--- src/rtl/router_pkg.sv ---
// Shared router definitions: FSM state encoding, default sizes and the
// address-width helper used by the router blocks.
package router_pkg;

    typedef enum logic [3:0] {
        DECODE_ADDRESS     = 4'd0,
        LOAD_FIRST_DATA    = 4'd1,
        LOAD_DATA          = 4'd2,
        FIFO_FULL_STATE    = 4'd3,
        LOAD_AFTER_FULL    = 4'd4,
        LOAD_PARITY        = 4'd5,
        CHECK_PARITY_ERROR = 4'd6,
        WAIT_TILL_EMPTY    = 4'd7,
        DROP_PACKET        = 4'd8
    } state_t;

    localparam int NUM_PORTS_DEF    = 3;
    localparam int WAIT_TIMEOUT_DEF = 64;

    // Minimum address width able to select n ports (never below one bit).
    function automatic int addr_w(input int n);
        return (n <= 2) ? 1 : $clog2(n);
    endfunction

endpackage

--- src/rtl/router_fsm_n_if.sv ---
// Control bundle between the router FSM and its input-register / FIFO neighbours.
interface router_fsm_n_if #(
    parameter int NUM_PORTS = 3,
    parameter int ADDR_W    = 2
);
    logic                 packet_valid;
    logic [ADDR_W-1:0]    datain;
    logic                 fifo_full;
    logic [NUM_PORTS-1:0] fifo_empty;
    logic [NUM_PORTS-1:0] soft_reset;
    logic                 parity_done;
    logic                 low_packet_valid;

    logic                 write_enb_reg;
    logic                 detect_add;
    logic                 lfd_state;
    logic                 ld_state;
    logic                 laf_state;
    logic                 full_state;
    logic                 rst_int_reg;
    logic                 busy;
    logic                 drop_state;
    logic [ADDR_W-1:0]    addr_sel;
    logic [3:0]           current_state;

    modport master (
        output packet_valid, datain, fifo_full, fifo_empty, soft_reset,
               parity_done, low_packet_valid,
        input  write_enb_reg, detect_add, lfd_state, ld_state, laf_state,
               full_state, rst_int_reg, busy, drop_state, addr_sel, current_state
    );

    modport slave (
        input  packet_valid, datain, fifo_full, fifo_empty, soft_reset,
               parity_done, low_packet_valid,
        output write_enb_reg, detect_add, lfd_state, ld_state, laf_state,
               full_state, rst_int_reg, busy, drop_state, addr_sel, current_state
    );
endinterface

--- src/rtl/router_fsm_n.sv ---
// 1xN router control FSM: header decode, payload/parity sequencing, FIFO-full
// handling, invalid-address drop and wait-till-empty timeout.
module router_fsm_n
    import router_pkg::*;
#(
    parameter int NUM_PORTS    = NUM_PORTS_DEF,
    parameter int ADDR_W       = addr_w(NUM_PORTS_DEF),
    parameter int WAIT_TIMEOUT = WAIT_TIMEOUT_DEF
) (
    input  logic          clk,
    input  logic          reset,
    router_fsm_n_if.slave bus
);

    localparam int NSEL  = 2 ** ADDR_W;
    localparam int CNT_W = (WAIT_TIMEOUT > 1) ? $clog2(WAIT_TIMEOUT) : 1;

    state_t            state, nxt;
    logic [CNT_W-1:0]  wait_cnt;
    logic              drop_tail;
    logic [NSEL-1:0]   empty_ext, sreset_ext;
    logic              timeout, sel_sreset, bad_addr;

    // Pad per-port flags to the full address space so any address indexes safely.
    always_comb begin
        empty_ext                   = '0;
        sreset_ext                  = '0;
        empty_ext[NUM_PORTS-1:0]    = bus.fifo_empty;
        sreset_ext[NUM_PORTS-1:0]   = bus.soft_reset;
    end

    assign timeout    = (WAIT_TIMEOUT > 0) && (int'(wait_cnt) == WAIT_TIMEOUT - 1);
    assign sel_sreset = sreset_ext[bus.addr_sel];
    assign bad_addr   = int'(bus.datain) >= NUM_PORTS;

    always_comb begin
        nxt = state;
        case (state)
            DECODE_ADDRESS:
                if (bus.packet_valid) begin
                    if (bad_addr)                    nxt = DROP_PACKET;
                    else if (empty_ext[bus.datain])  nxt = LOAD_FIRST_DATA;
                    else                             nxt = WAIT_TILL_EMPTY;
                end
            WAIT_TILL_EMPTY:
                if (empty_ext[bus.addr_sel]) nxt = LOAD_FIRST_DATA;
                else if (timeout)            nxt = DROP_PACKET;
            LOAD_FIRST_DATA: nxt = LOAD_DATA;
            LOAD_DATA:
                if (bus.fifo_full)          nxt = FIFO_FULL_STATE;
                else if (!bus.packet_valid) nxt = LOAD_PARITY;
            FIFO_FULL_STATE:
                if (!bus.fifo_full) nxt = LOAD_AFTER_FULL;
            LOAD_AFTER_FULL:
                if (bus.parity_done)           nxt = DECODE_ADDRESS;
                else if (bus.low_packet_valid) nxt = LOAD_PARITY;
                else                           nxt = LOAD_DATA;
            LOAD_PARITY:        nxt = CHECK_PARITY_ERROR;
            CHECK_PARITY_ERROR: nxt = bus.fifo_full ? FIFO_FULL_STATE : DECODE_ADDRESS;
            // drop_tail marks the extra cycle that swallows the parity byte
            DROP_PACKET:
                if (drop_tail) nxt = DECODE_ADDRESS;
            default: nxt = DECODE_ADDRESS;
        endcase
        if (state != DECODE_ADDRESS && state != DROP_PACKET && sel_sreset)
            nxt = DECODE_ADDRESS;
    end

    assign bus.current_state = state;

    // Outputs are registered from nxt so they equal a decode of state with no lag.
    always_ff @(posedge clk) begin
        if (reset) begin
            state             <= DECODE_ADDRESS;
            bus.addr_sel      <= '0;
            wait_cnt          <= '0;
            drop_tail         <= 1'b0;
            bus.detect_add    <= 1'b1;
            bus.lfd_state     <= 1'b0;
            bus.ld_state      <= 1'b0;
            bus.laf_state     <= 1'b0;
            bus.full_state    <= 1'b0;
            bus.rst_int_reg   <= 1'b0;
            bus.drop_state    <= 1'b0;
            bus.write_enb_reg <= 1'b0;
            bus.busy          <= 1'b0;
        end else begin
            state <= nxt;
            if (state == DECODE_ADDRESS && nxt != DECODE_ADDRESS)
                bus.addr_sel <= bus.datain;
            wait_cnt  <= (state == WAIT_TILL_EMPTY && nxt == WAIT_TILL_EMPTY) ?
                         wait_cnt + 1'b1 : '0;
            drop_tail <= (state == DROP_PACKET) && !bus.packet_valid && !drop_tail;
            bus.detect_add    <= nxt == DECODE_ADDRESS;
            bus.lfd_state     <= nxt == LOAD_FIRST_DATA;
            bus.ld_state      <= nxt == LOAD_DATA;
            bus.laf_state     <= nxt == LOAD_AFTER_FULL;
            bus.full_state    <= nxt == FIFO_FULL_STATE;
            bus.rst_int_reg   <= nxt == CHECK_PARITY_ERROR;
            bus.drop_state    <= nxt == DROP_PACKET;
            bus.write_enb_reg <= (nxt == LOAD_DATA) || (nxt == LOAD_PARITY) ||
                                 (nxt == LOAD_AFTER_FULL);
            bus.busy          <= !((nxt == DECODE_ADDRESS) || (nxt == LOAD_DATA) ||
                                   (nxt == DROP_PACKET));
        end
    end

endmodule

--- src/flat_wrapper.sv ---
// flat-port wrapper written by rule: the top's interface ports become plain ports
module router_fsm_n_flat import router_pkg::*;
#(
    parameter int NUM_PORTS    = NUM_PORTS_DEF,
    parameter int ADDR_W       = addr_w(NUM_PORTS_DEF),
    parameter int WAIT_TIMEOUT = WAIT_TIMEOUT_DEF
)
  (clk, reset, bus_packet_valid, bus_datain, bus_fifo_full, bus_fifo_empty, bus_soft_reset, bus_parity_done, bus_low_packet_valid, bus_write_enb_reg, bus_detect_add, bus_lfd_state, bus_ld_state, bus_laf_state, bus_full_state, bus_rst_int_reg, bus_busy, bus_drop_state, bus_addr_sel, bus_current_state);
  router_fsm_n_if #(.NUM_PORTS(NUM_PORTS), .ADDR_W(ADDR_W)) bus_i ();
  input  logic clk;
  input  logic reset;
  input wire logic [$bits(bus_i.packet_valid)-1:0] bus_packet_valid;
  input wire logic [$bits(bus_i.datain)-1:0] bus_datain;
  input wire logic [$bits(bus_i.fifo_full)-1:0] bus_fifo_full;
  input wire logic [$bits(bus_i.fifo_empty)-1:0] bus_fifo_empty;
  input wire logic [$bits(bus_i.soft_reset)-1:0] bus_soft_reset;
  input wire logic [$bits(bus_i.parity_done)-1:0] bus_parity_done;
  input wire logic [$bits(bus_i.low_packet_valid)-1:0] bus_low_packet_valid;
  output wire logic [$bits(bus_i.write_enb_reg)-1:0] bus_write_enb_reg;
  output wire logic [$bits(bus_i.detect_add)-1:0] bus_detect_add;
  output wire logic [$bits(bus_i.lfd_state)-1:0] bus_lfd_state;
  output wire logic [$bits(bus_i.ld_state)-1:0] bus_ld_state;
  output wire logic [$bits(bus_i.laf_state)-1:0] bus_laf_state;
  output wire logic [$bits(bus_i.full_state)-1:0] bus_full_state;
  output wire logic [$bits(bus_i.rst_int_reg)-1:0] bus_rst_int_reg;
  output wire logic [$bits(bus_i.busy)-1:0] bus_busy;
  output wire logic [$bits(bus_i.drop_state)-1:0] bus_drop_state;
  output wire logic [$bits(bus_i.addr_sel)-1:0] bus_addr_sel;
  output wire logic [$bits(bus_i.current_state)-1:0] bus_current_state;
  assign bus_i.packet_valid = bus_packet_valid;
  assign bus_i.datain = bus_datain;
  assign bus_i.fifo_full = bus_fifo_full;
  assign bus_i.fifo_empty = bus_fifo_empty;
  assign bus_i.soft_reset = bus_soft_reset;
  assign bus_i.parity_done = bus_parity_done;
  assign bus_i.low_packet_valid = bus_low_packet_valid;
  assign bus_write_enb_reg = bus_i.write_enb_reg;
  assign bus_detect_add = bus_i.detect_add;
  assign bus_lfd_state = bus_i.lfd_state;
  assign bus_ld_state = bus_i.ld_state;
  assign bus_laf_state = bus_i.laf_state;
  assign bus_full_state = bus_i.full_state;
  assign bus_rst_int_reg = bus_i.rst_int_reg;
  assign bus_busy = bus_i.busy;
  assign bus_drop_state = bus_i.drop_state;
  assign bus_addr_sel = bus_i.addr_sel;
  assign bus_current_state = bus_i.current_state;
  router_fsm_n #(.NUM_PORTS(NUM_PORTS), .ADDR_W(ADDR_W), .WAIT_TIMEOUT(WAIT_TIMEOUT)) u_core (.clk(clk), .reset(reset), .bus(bus_i));
endmodule
--- config.mk ---
export PLATFORM = sky130hd
export DESIGN_NAME = router_fsm_n_flat
export DESIGN_NICKNAME = d
export VERILOG_FILES = /design/src/rtl/router_pkg.sv /design/src/rtl/router_fsm_n_if.sv /design/src/rtl/router_fsm_n.sv /design/src/flat_wrapper.sv
export SDC_FILE = /design/constraint.sdc
export NUM_CORES = 1
export LEC_CHECK = 0
export ABC_CLOCK_PERIOD_IN_PS = 2870
export CORE_MARGIN = 5
export CORE_UTILIZATION = 48
export CTS_CLUSTER_DIAMETER = 60
export DETAILED_ROUTE_END_ITERATION = 10
export PLACE_DENSITY = 0.89
export SLEW_MARGIN = 20
export SYNTH_ARGS = -nofsm -noshare
export SYNTH_HDL_FRONTEND = slang
export SYNTH_SLANG_ARGS = --single-unit
export TNS_END_PERCENT = 100
--- constraint.sdc ---
create_clock -name clk -period 2.87 [get_ports clk]
set_clock_uncertainty 0.2 [all_clocks]
set_input_delay 0.574 -clock clk [delete_from_list [all_inputs] [get_ports clk]]
set_output_delay 0.574 -clock clk [all_outputs]
set_load 0.02 [all_outputs]
* Word-level counts from Yosys, hierarchy flattened
Index checks and enable logic that the tools add are counted.
Widths: inputs -> output; s select.
** Storage, ports and cells
- Output and inout port bits :: 15
- Register bits :: 22
** Cells by class
- Equality and inequality tests :: 18
- Reductions and logical operators :: 18
- Mux-type cells :: 20
- Add/sub/neg operators :: 1
- Bitwise logic cells :: 1
- Magnitude comparators :: 3
** Operator list (number)
- $mux 4 :: 10
- $pmux 4 s9 :: 1
- $eq 4x3->1 const B :: 8
- $eq 4x2->1 const B :: 4
- $eq 4x1->1 const B :: 2
- $eq 4x4->1 const B :: 2
- $logic_not 4->1 :: 2
- $reduce_bool 4->1 :: 2
- $add 6x1->6 const B :: 1
- $bmux 1 s2 :: 3
- $eq 6x1->1 const B :: 1
- $logic_and 1x1->1 :: 6
- $lt 2x3->1 const B :: 2
- $mux 3 :: 2
- $logic_or 1x1->1 :: 4
- $ne 4x4->1 const B :: 1
- $logic_not 1->1 :: 3
- $mux 1 :: 3
- $ge 2x2->1 const B :: 1
- $mux 2 :: 1
- $reduce_or 2->1 :: 1
- $not 1->1 :: 1

* Depth between registers and ports, before layout
- Depth after elaboration :: 11
- Depth in mapped cells :: 8

* Worst setup path after synthesis
No wires, ideal clock.
- Path type :: input-to-reg
- Start :: input port bus_packet_valid
- End :: register u_core.bus.addr_sel[0] (netlist name)
- Data required time :: 2548 ps
- Cell stages on the path :: 7
- Path buffers :: 1
- Data arrival time :: 2032 ps
- Setup slack :: 516 ps
- Path through :: buf_2 > nand2_1 > o31ai_2 > o21ai_0 > a211oi_2 > nor2_1 > a311o_1
** On the way
- Longest elaborated chain between the ends :: 6
** RTL lines
- start: declaration :: line flat_wrapper.sv:12 : input wire logic [$bits(bus_i.packet_valid)-1:0] bus_packet_valid;
- $mux 4 :: line router_fsm_n.sv:51 : else if (!bus.packet_valid) nxt = LOAD_PARITY;
- $mux 4 :: line router_fsm_n.sv:50 : if (bus.fifo_full) nxt = FIFO_FULL_STATE;
- $pmux 4 s9 * :: line router_fsm_n.sv:38 : case (state)
- $mux 4 * :: line router_fsm_n.sv:65 : if (state != DECODE_ADDRESS && state != DROP_PACKET && sel_sreset)
- $reduce_bool 4->1 * :: line router_fsm_n.sv:89 : if (state == DECODE_ADDRESS && nxt != DECODE_ADDRESS)
- $logic_and 1x1->1 * :: line router_fsm_n.sv:89
- end signal: assignment :: line router_fsm_n.sv:90 : bus.addr_sel <= bus.datain;
- end: declaration :: line router_fsm_n_if.sv:37 : full_state, rst_int_reg, busy, drop_state, addr_sel, current_state
Every way passes the cells marked *; elsewhere a longest branch is shown, timed or not.
A chain may end at the register's enable or synchronous reset.

* Final worst setup path
- Start :: input port bus_packet_valid
- End :: register u_core.bus.addr_sel[1] (netlist name)
Same word-level chain as after synthesis.

==> flow_summary.toml <==
[outcome]
status = "finished clean"

[critical_path]
rrSetupSlack_ps = 510
crit_chain = "clkdlybuf4s50_1 > buf_4 > nor4b_1 > a22oi_1 > nand3b_1 > a211oi_2 > nor2_1 > a311o_1"
slowest_delay_ps = 480
crit_buf_inv = 2
endpoint_kind = "register"
r2r_end = "u_core.bus.addr_sel[1]"
cp.depth = 8
reg2reg_from = "u_core.bus.current_state[3]"
cp-start-kind = "input port"
cp_top_family = "compound AO/OA/AOI/OAI gates"
reg2reg_depth = 6
critical_path.max_fanout = 6
path_class = "input port to register"
crit_arrival_ps = 2500
cpMaxStageDelayCell = "clkdlybuf4s50_1"
crit_required_ps = 2880

[die]
core.rowCount = 18
die_h_um = 59.9
initial_utilization = 0.491
fp.coreArea_um2 = 2430
die_x_um = 59.9
dieArea_um2 = 3580
pin_count = 29

[detailed_routing]
vias = 1118
via_per_inst = 5.70
ant_nets = 0
first_pass_iters = 4
wl_per_cell_um = 14.5
wl_um = 2850
drt_first_iter_violations = 47
drc = 0

[pwr]
pwr-share-clk = 0.122
powerDensity_nw_per_um2 = 889
power_switching_share = 0.410
p_comb_frac = 0.544
p_switching_mw = 0.555
p_leak_nw = 0.550
seqPwrFrac = 0.334
peakVddDrop_v = 0.000741
p_int_mw = 0.798

[cells_and_area]
drive_gt1_frac = 0.114
syn_to_final_growth_pct = 27.5
final_common_cell = "clkdlybuf4s50_1"
fin_area_um2 = 1520
layout_common_cells = "clkdlybuf4s50_1 (28), dfxtp_1 (22), nor2_1 (17)"
diodes = 0
fin_nets = 182
largest_reg_flops = 6
top_register = "u_core.wait_cnt"
fin_util = 0.626

[cts]
cts_setup_buffers = 0
cts_tree = "built"
clk_path_buf_depth = 2
clkTransAtPathRegs_ps = 110
ctsResizeCount = 0
clock_sink_count = 22
htreeDepth = 1
ctsHoldBuffers = 0
cts_buffers = 3
clk_latency_ps = 300
clock-root-buffer = "clkbuf_4"

[timing]
setup_viol = 0
period_share = 0.868
fin_tns_setup_ps = 0
hold_violations = 0
worst_hold_slack_ps = 282
max_freq_mhz = 401
worst_slew_margin_rel = 0.649
finalMaxSlewViolations = 0
finalCriticalPeriod_ps = 2490
rsz0062_at_grt = "false"
tightest_slew_ps = 526

[synthesis]
synth_compound_area_frac = 0.166
yosysSeqAreaShare = 0.369
ys_types = 44
synth_top_family_by_area = "simple AND/OR/NAND/NOR gates"
yosysWarnings = 0
synth_xor_xnor_area_share = 0.0294
syn_inst = 137
synthArstFlopShare = 0
synthAdderAreaFrac = 0.0105
synth-seq-cells = 22
yosys_most_used_dff = "dfxtp_1"
syn_area_per_cell_um2 = 8.71
synth-simple-area-share = 0.341
muxShareOfSynthArea = 0.0252
synth_edf_count = 0
netlist_area_um2 = 1190
synth_nets = 152

[grt]
overflow = 0
grt_pass1_wl_um = 4660
grt_max_degree = 15
antenna_found_initial = 0
track_usage = 0.170
grt_pass1_vias = 1075

[min_path]
hold_path.class = "register to register"
hp-start = "u_core.wait_cnt[0]"
min_to = "u_core.wait_cnt[0]"
worstHoldPathCells = 1

[job]
maxCapViolCount = 0

[placement]
dpl_cell_area_um2 = 1490
port_buffers = 28
globalplace.congestion = 0.905
dp_hpwl_um = 2230
## per-layer routing
metal / vias to the layer above / global-route usage / routed length [µm]
li1: 550 / - / -
met1: 535 / 0.199 / 1200
met2: 31 / 0.307 / 1490
met3: 2 / 0.0324 / 131
met4: 0 / 0.0538 / 27
met5: - / 0 / 0
## Yosys cell counts (3+ instances only)
master	count	area, µm²
nor2_1	17	63.8
inv_1	4	15.0
nor2b_1	7	43.8
xnor2_1	3	26.3
nand3b_1	4	30.0
dfxtp_1	22	440
o21ai_1	3	15.0
buf_6	3	33.8
nand3_1	5	25.0
nor3_1	4	20.0
nor2_2	6	37.5
nand2_1	4	15.0
a21oi_1	4	20.0
mux2i_1	3	30.0
nand2b_1	3	18.8
o21ai_0	7	35.0
o211ai_1	3	22.5
buf_2	3	15.0
## per-stage QoR
stage / worst slack (ps) / std cells / total power [mW]
after floorplan: 516 / 137 / 0.950
after global placement: 156 / 192 / 1.16
after detailed placement: 59.1 / 192 / 1.18
after CTS: 406 / 196 / 1.35
after global routing: 242 / 196 / 1.45
final: 379 / 196 / 1.35
## cells by family (layout without fill, tap and decap cells)
family	Yosys count	in the layout
compound gates	29	29
xor+xnor	4	4
fa+ha+maj	1	1
buf+inv	11	40
flops	22	22
mux	3	3
simple gates	67	67
## worst max-delay path by stage
| stage | start | to | slack [ps] |
|---|---|---|---|
| after global placement | bus_packet_valid | u_core.bus.addr_sel[1] | 160 |
| after detailed placement | bus_packet_valid | u_core.bus.addr_sel[1] | 60 |
| after CTS | bus_packet_valid | u_core.bus.addr_sel[1] | 410 |
| final | bus_packet_valid | u_core.bus.addr_sel[1] | 380 |
| after global routing | bus_packet_valid | u_core.bus.addr_sel[0] | 240 |
| after floorplan | bus_packet_valid | u_core.bus.addr_sel[0] | 520 |
## cell type report
class | count | area (µm²)
Fill cell | 208 | 911
Tap cell | 30 | 37.5
Sequential cell | 22 | 440
Inverter | 4 | 15.0
Timing Repair Buffer | 32 | 310
Multi-Input combinational cell | 104 | 682
Clock buffer | 4 | 36.3
## power by group through the flow
stage               registers (mW)  clock network, mW  logic, mW
finish                       0.452              0.165      0.736
global route                 0.465              0.185      0.800
CTS                          0.450              0.168      0.731
detailed placement           0.457                  0      0.723
global placement             0.453                  0      0.711
floorplan                    0.498                  0      0.452
Power figures use the tool's default switching activity.
